<file path="src/rtl/muldiv_pkg.sv">
// Shared constants for the iterative RV32M multiply/divide sequencer.
// Holds funct3 decodes, state encoding and operand signedness helpers.
package muldiv_pkg;

  localparam int unsigned XLEN_DEFAULT = 32;

  localparam logic [2:0] F3_MUL    = 3'b000;
  localparam logic [2:0] F3_MULH   = 3'b001;
  localparam logic [2:0] F3_MULHSU = 3'b010;
  localparam logic [2:0] F3_MULHU  = 3'b011;
  localparam logic [2:0] F3_DIV    = 3'b100;
  localparam logic [2:0] F3_DIVU   = 3'b101;
  localparam logic [2:0] F3_REM    = 3'b110;
  localparam logic [2:0] F3_REMU   = 3'b111;

  localparam logic [1:0] S_IDLE = 2'd0;
  localparam logic [1:0] S_CALC = 2'd1;
  localparam logic [1:0] S_DONE = 2'd2;

  typedef enum logic [1:0] {
    StIdle = S_IDLE,
    StCalc = S_CALC,
    StDone = S_DONE
  } state_e;

  function automatic logic rs1_signed(input logic [2:0] f3);
    return (f3 != F3_MULHU) && (f3 != F3_DIVU) && (f3 != F3_REMU);
  endfunction

  function automatic logic rs2_signed(input logic [2:0] f3);
    return (f3 == F3_MUL) || (f3 == F3_MULH) || (f3 == F3_DIV) || (f3 == F3_REM);
  endfunction

endpackage

</file>
<file path="src/rtl/muldiv_if.sv">
// EX-stage <-> M-extension sequencer handshake bundle.
interface muldiv_if #(
  parameter int unsigned XLEN = 32
);
  logic            start;
  logic [2:0]      funct3;
  logic [XLEN-1:0] srcA;
  logic [XLEN-1:0] srcB;
  logic            flush;
  logic            stall;
  logic            busy;
  logic            done;
  logic [XLEN-1:0] result;

  modport master (
    output start, funct3, srcA, srcB, flush,
    input  stall, busy, done, result
  );

  modport slave (
    input  start, funct3, srcA, srcB, flush,
    output stall, busy, done, result
  );
endinterface

</file>
<file path="src/rtl/muldiv_sign_fix.sv">
// Lane-wise conditional two's-complement negation: magnitudes on the way in,
// final sign restoration on the way out.
module muldiv_sign_fix #(
  parameter int unsigned Width = 32,
  parameter int unsigned Lanes = 1
) (
  input  logic [Lanes-1:0][Width-1:0] val_i,
  input  logic [Lanes-1:0]            neg_i,
  output logic [Lanes-1:0][Width-1:0] res_o
);

  always_comb begin
    res_o = val_i;
    for (int i = 0; i < Lanes; i++) begin
      if (neg_i[i]) res_o[i] = -val_i[i];
    end
  end

endmodule

</file>
<file path="src/rtl/muldiv_seq.sv">
// Iterative RV32M sequencer: radix-2 shift-add multiply, radix-2 restoring divide,
// one iteration per cycle, stalls EX while running and pulses done with the result.
module muldiv_seq
  import muldiv_pkg::*;
#(
  parameter int unsigned XLEN = XLEN_DEFAULT,
  parameter int unsigned ITER = XLEN_DEFAULT
) (
  input logic      clk,
  input logic      reset,
  muldiv_if.slave  bus
);

  localparam int unsigned CntW = $clog2(ITER);

  state_e            state_q, state_d;
  logic [CntW-1:0]   cnt_q, cnt_d;
  logic [2:0]        f3_q, f3_d;
  logic [XLEN-1:0]   opb_q, opb_d;
  logic [2*XLEN-1:0] acc_q, acc_d;
  logic [XLEN:0]     rem_q, rem_d;
  logic [XLEN-1:0]   quo_q, quo_d;
  logic              res_neg_q, res_neg_d;
  logic [XLEN-1:0]   result_q, result_d;

  // Input side: operand magnitudes (lane 1 = rs1, lane 0 = rs2)
  logic                       neg_a, neg_b;
  logic [1:0][XLEN-1:0]       mag;
  logic                       div_by_zero, div_ovf, accept;

  assign neg_a = rs1_signed(bus.funct3) & bus.srcA[XLEN-1];
  assign neg_b = rs2_signed(bus.funct3) & bus.srcB[XLEN-1];

  muldiv_sign_fix #(
    .Width(XLEN),
    .Lanes(2)
  ) u_in_fix (
    .val_i({bus.srcA, bus.srcB}),
    .neg_i({neg_a, neg_b}),
    .res_o(mag)
  );

  assign div_by_zero = bus.funct3[2] & (bus.srcB == '0);
  assign div_ovf     = bus.funct3[2] & ~bus.funct3[0]
                     & (bus.srcA == {1'b1, {(XLEN-1){1'b0}}}) & (bus.srcB == '1);
  // Reset gates the accept so no stall is claimed while held in reset.
  assign accept      = (state_q == StIdle) & bus.start & ~bus.flush & ~reset;

  // Output side: pick the raw value, then restore the sign over the full width
  logic                        is_mul, is_rem;
  logic [0:0][2*XLEN-1:0]      fix_in, fixed;
  logic [XLEN-1:0]             final_res;

  assign is_mul = ~f3_q[2];
  assign is_rem = f3_q[2] & f3_q[1];

  always_comb begin
    fix_in = '0;
    if (is_mul) fix_in[0] = acc_q;
    else        fix_in[0] = {{XLEN{1'b0}}, is_rem ? rem_q[XLEN-1:0] : quo_q};
  end

  muldiv_sign_fix #(
    .Width(2 * XLEN),
    .Lanes(1)
  ) u_out_fix (
    .val_i(fix_in),
    .neg_i(res_neg_q),
    .res_o(fixed)
  );

  assign final_res = ((f3_q == F3_MUL) || f3_q[2]) ? fixed[0][XLEN-1:0]
                                                   : fixed[0][2*XLEN-1:XLEN];

  // Iteration datapath
  logic [XLEN:0]   mul_sum;
  logic [XLEN+1:0] div_shift, div_diff;

  assign mul_sum   = {1'b0, acc_q[2*XLEN-1:XLEN]} + (acc_q[0] ? {1'b0, opb_q} : '0);
  assign div_shift = {rem_q, quo_q[XLEN-1]};
  assign div_diff  = div_shift - {2'b00, opb_q};

  always_comb begin
    state_d   = state_q;
    cnt_d     = cnt_q;
    f3_d      = f3_q;
    opb_d     = opb_q;
    acc_d     = acc_q;
    rem_d     = rem_q;
    quo_d     = quo_q;
    res_neg_d = res_neg_q;
    result_d  = result_q;

    unique case (state_q)
      StIdle: begin
        if (accept) begin
          f3_d  = bus.funct3;
          opb_d = mag[0];
          cnt_d = '0;
          if (bus.funct3[2] & bus.funct3[1]) res_neg_d = neg_a;
          else if (div_by_zero)              res_neg_d = 1'b0;
          else                               res_neg_d = neg_a ^ neg_b;

          if (bus.funct3[2]) begin
            rem_d = '0;
            quo_d = mag[1];
          end else begin
            acc_d = {{XLEN{1'b0}}, mag[1]};
          end

          if (div_by_zero) begin
            quo_d   = '1;
            rem_d   = {1'b0, mag[1]};
            state_d = StDone;
          end else if (div_ovf) begin
            quo_d   = {1'b1, {(XLEN-1){1'b0}}};
            rem_d   = '0;
            state_d = StDone;
          end else begin
            state_d = StCalc;
          end
        end
      end

      StCalc: begin
        if (bus.flush) begin
          state_d = StIdle;
        end else begin
          if (is_mul) begin
            acc_d = {mul_sum, acc_q[XLEN-1:1]};
          end else if (div_diff[XLEN+1]) begin
            rem_d = div_shift[XLEN:0];
            quo_d = {quo_q[XLEN-2:0], 1'b0};
          end else begin
            rem_d = div_diff[XLEN:0];
            quo_d = {quo_q[XLEN-2:0], 1'b1};
          end
          cnt_d = cnt_q + CntW'(1);
          if (cnt_q == CntW'(ITER - 1)) state_d = StDone;
        end
      end

      StDone: begin
        result_d = final_res;
        state_d  = StIdle;
      end

      default: state_d = StIdle;
    endcase
  end

  always_ff @(posedge clk or posedge reset) begin
    if (reset) begin
      state_q   <= StIdle;
      cnt_q     <= '0;
      f3_q      <= '0;
      opb_q     <= '0;
      acc_q     <= '0;
      rem_q     <= '0;
      quo_q     <= '0;
      res_neg_q <= 1'b0;
      result_q  <= '0;
    end else begin
      state_q   <= state_d;
      cnt_q     <= cnt_d;
      f3_q      <= f3_d;
      opb_q     <= opb_d;
      acc_q     <= acc_d;
      rem_q     <= rem_d;
      quo_q     <= quo_d;
      res_neg_q <= res_neg_d;
      result_q  <= result_d;
    end
  end

  assign bus.busy   = (state_q != StIdle);
  assign bus.done   = (state_q == StDone);
  assign bus.stall  = accept | (state_q == StCalc);
  // The freshly fixed value is visible during the done cycle, then held in result_q.
  assign bus.result = (state_q == StDone) ? final_res : result_q;

endmodule

</file>
<file path="src/flat_wrapper.sv">
// flat-port wrapper written by rule: the top's interface ports become plain ports
module muldiv_seq_flat import muldiv_pkg::*;
#(
  parameter int unsigned XLEN = XLEN_DEFAULT,
  parameter int unsigned ITER = XLEN_DEFAULT
)
  (clk, reset, bus_start, bus_funct3, bus_srcA, bus_srcB, bus_flush, bus_stall, bus_busy, bus_done, bus_result);
  muldiv_if #(.XLEN(XLEN)) bus_i ();
  input logic clk;
  input logic reset;
  input wire logic [$bits(bus_i.start)-1:0] bus_start;
  input wire logic [$bits(bus_i.funct3)-1:0] bus_funct3;
  input wire logic [$bits(bus_i.srcA)-1:0] bus_srcA;
  input wire logic [$bits(bus_i.srcB)-1:0] bus_srcB;
  input wire logic [$bits(bus_i.flush)-1:0] bus_flush;
  output wire logic [$bits(bus_i.stall)-1:0] bus_stall;
  output wire logic [$bits(bus_i.busy)-1:0] bus_busy;
  output wire logic [$bits(bus_i.done)-1:0] bus_done;
  output wire logic [$bits(bus_i.result)-1:0] bus_result;
  assign bus_i.start = bus_start;
  assign bus_i.funct3 = bus_funct3;
  assign bus_i.srcA = bus_srcA;
  assign bus_i.srcB = bus_srcB;
  assign bus_i.flush = bus_flush;
  assign bus_stall = bus_i.stall;
  assign bus_busy = bus_i.busy;
  assign bus_done = bus_i.done;
  assign bus_result = bus_i.result;
  muldiv_seq #(.XLEN(XLEN), .ITER(ITER)) u_core (.clk(clk), .reset(reset), .bus(bus_i));
endmodule
</file>
<file path="config.mk">
export PLATFORM = sky130hd
export DESIGN_NAME = muldiv_seq_flat
export DESIGN_NICKNAME = d
export VERILOG_FILES = /design/src/rtl/muldiv_pkg.sv /design/src/rtl/muldiv_if.sv /design/src/rtl/muldiv_sign_fix.sv /design/src/rtl/muldiv_seq.sv /design/src/flat_wrapper.sv
export SDC_FILE = /design/constraint.sdc
export NUM_CORES = 1
export LEC_CHECK = 0
export ABC_AREA = 1
export BUFFER_PORTS_ARGS = -buffer_cell sky130_fd_sc_hd__buf_2
export CORE_MARGIN = 2
export CORE_UTILIZATION = 57
export DETAILED_ROUTE_END_ITERATION = 10
export PLACE_DENSITY = 0.77
export SYNTH_ARGS = -nofsm -noshare
export SYNTH_HDL_FRONTEND = slang
export SYNTH_HIERARCHICAL = 1
export SYNTH_SLANG_ARGS = --single-unit
export TNS_END_PERCENT = 30
</file>
<file path="constraint.sdc">
create_clock -name clk -period 5.4 [get_ports clk]
set_input_delay 0.27 -clock clk [delete_from_list [all_inputs] [get_ports clk]]
set_output_delay 0.27 -clock clk [all_outputs]
set_load 0.03 [all_outputs]
</file>
==> out/results.ini <==
[global_routing]
grt_pass1_wl_microns=110700
antenna_found_initial=2
grt_max_degree=165
grt_usage=0.3917
first_global_vias=20590
grt.overflow.total=0

[setup_path]
critical_path_arrival_ns=4.30
crit_start=u_core/f3_q[1]
end_kind=output port
worstSetupPathType=flop to output port
rr_startpoint=u_core/f3_q[1]
startpoint_type=flop
required_ns=5.13
reg2regPathDepth=11
critPathMaxFanout=36

[detailed_routing]
dr.max_layer_used=met4
drt-initial-drc-count=2362
met1Wirelength_microns=28750
ant_nets=0
met2WireLength_microns=32250
drtPass1Iterations=6
drt-total-wl_microns=71910
wl_per_cell_microns=19.20
dr_wl_met3_microns=6209
via_per_inst=5.855
vias=21930
drc=0

[clock_tree]
insertion_delay_ns=0.56
clk_pin_slew_ns=0.06
clockBufferDepth=3
cts_root_buf=clkbuf_16
cts_tree=done
clkSinkCount=204
cts_max_level=1
numCtsBuffers=26
cts_setup_buffers=0

[placed_design]
place_inst=3695
gp_congestion=1.040
dp_hpwl_microns=56830
port_buffers=105

[layout]
area_delta_synth_final_pct=8.615
drive_above_1_share=0.1064
instances_no_fill=3746
fin_nets=3412
fillers=3380

[sta]
fin_crit_sh=0.8460
hold_viol_final=0
slew_headroom=0.2671
worstMarginPinSlew_ns=1.096
fin_setup_tns_ns=0
rsz0062_at_grt=no
clock.fmax_ghz=0.2189
final.min_clock_period_ns=4.568
finalSetupViolCount=0
clock_skew_ns=0.01277
final-max-slew-violation-count=0

[power_and_ir_drop]
ir_drop_mv=0.3843
power.leakage_nw=10.97
power_density_mw_per_mm2=544.5

[run_status]
status=complete, no violations

[synth]
synth_seq_cells=204
synth_nets=3368
synth_most_common_cell=nand2_1
yosys_warnings=6
synth_top_area_frac=0.2577
ys.flop_type=dfrtp_1
syn_inst=3226
yosysTopAreaCell=dfrtp_1
synth_area_leaders=dfrtp_1 26%, nand2_1 18%, nor2_1 8.5%
synth_cell_types=52
seq_area_frac_synth=0.2577
netlist_area_sq_mm=0.01981
async_flop_share=1.000
synth_enable_flop_cells=0
synth_common_cells=935 x nand2_1, 446 x nor2_1, 432 x inv_1
synth.avg_cell_area_sq_um=6.140

[job]
drv_cap=0

[worst_hold_path]
worstHoldPathCells=3
min_from=bus_funct3[1]
hold_path.class=input port to flop

[die]
die_w_microns=190.4
die_area_sq_mm=0.03626
core-area_sq_mm=0.03437
initial_utilization=0.5763
die_h_microns=190.4
ios=106
rows=68

==> where the power goes <==
part           internal, W  total (W)  leakage, nW  switching, W
clock network      0.00124    0.00198        0.472      0.000744
logic              0.00219    0.00715         7.99       0.00497
registers          0.00209    0.00258         2.50      0.000486
total              0.00552     0.0117         11.0       0.00620
==> kinds of logic after synthesis <==
group / Yosys count / synth area share
simple gates: 1800 / 0.3931
buf+inv: 559 / 0.1147
compound gates: 510 / 0.1527
flops: 204 / 0.2577
xor+xnor: 82 / 0.03626
fa+ha+maj: 71 / 0.04560
==> layout make-up <==
cell class,count,area (sq um),share of cell area
Antenna cell,1,2.502,0.0001163
Clock buffer,33,728.2,0.03385
Clock inverter,15,237.7,0.01105
Inverter,446,1679,0.07804
Multi-Input combinational cell,2463,12470,0.5795
Sequential cell,204,5107,0.2374
Tap cell,455,569.3,0.02646
Timing Repair Buffer,129,723.2,0.03361
==> through the flow <==
step                      total power (W)  worst slack (ns)  hold slack [ns]  utilization  instance area (sq um)
after detailed placement         0.009547             1.512           0.5003       0.5972                  20530
after global routing              0.01256            0.5031          0.06531       0.6259                  21520
final                             0.01172            0.8316          0.05581       0.6259                  21520
after floorplan                  0.007642            0.5614           0.3796            -                  19810
after global placement           0.009419             1.585           0.4740       0.5972                  20530
after CTS                         0.01156            0.9364          0.04568       0.6259                  21510
==> path summary, 6_finish.rpt <==
| path | end | slack, ns |
|---|---|---|
| worst max-delay path | bus_result[28] | 0.83 |
| worst max register to register | u_core/result_q[28] | 1.80 |
| min in group asynchronous | u_core/acc_q[62] | 0.51 |
| worst min-delay path | u_core/f3_q[1] | 0.06 |
| max in group asynchronous | u_core/acc_q[7] | 3.52 |
| worst min register to register | u_core/cnt_q[4] | 0.51 |
==> metal layers <==
layer | track usage | up-vias
met5 | 0 | -
met4 | 0.2284 | 0
met3 | 0.06202 | 255
met2 | 0.6459 | 1110
met1 | 0.4853 | 10120
li1 | - | 10450
==> cell usage in the layout, fill, tap and decap left out, types with 5 or more instances in the layout <==
cell,n
nand2_1,935
nor2_1,443
inv_1,431
nand3_1,221
dfrtp_1,202
o21ai_0,172
a21oi_1,151
buf_2,105
ha_1,69
a31oi_1,68
nand4_1,49
xor2_1,42
xnor2_1,40
nand2_2,38
o221ai_1,31
clkbuf_16,27
nor2_2,27
a21oi_2,27
nand3_2,25
buf_4,21
o22ai_1,19
nor2_4,14
nor4_1,13
nor3_1,12
inv_2,12
o21ai_2,8
clkinv_2,6
bufinv_16,6
nand2_4,6
o21ai_1,6
o21bai_1,6
nand3b_1,6
o211ai_1,5
==> critical path, cell delays in order, from the launching register on <==
cell and delay [ns]:
dfrtp_1 0.90, buf_4 0.44, a21oi_1 0.11, o21ai_0 0.10
o21ai_0 0.36, nor2_1 0.35, nand4_1 0.26, o21ai_4 0.35
nand3_1 0.12, nand2_1 0.12, nand2_1 0.06, a31oi_1 0.29
buf_2 0.26
==> registers in the layout (all words and copies together), names as in the netlist <==
register / cells
u_core/acc_q: 64
u_core/cnt_q: 5
u_core/f3_q: 3
u_core/opb_q: 32
u_core/quo_q: 32
u_core/rem_q: 33
u_core/res_neg_q: 1
u_core/result_q: 32
u_core/state_q: 2
==> timing repair <==
item | CTS | global route
gates resized for setup | 0 | 0
hold endpoints to repair | 9 | 0
hold buffers | 2 | 0
(Power assumes the default switching activity.)
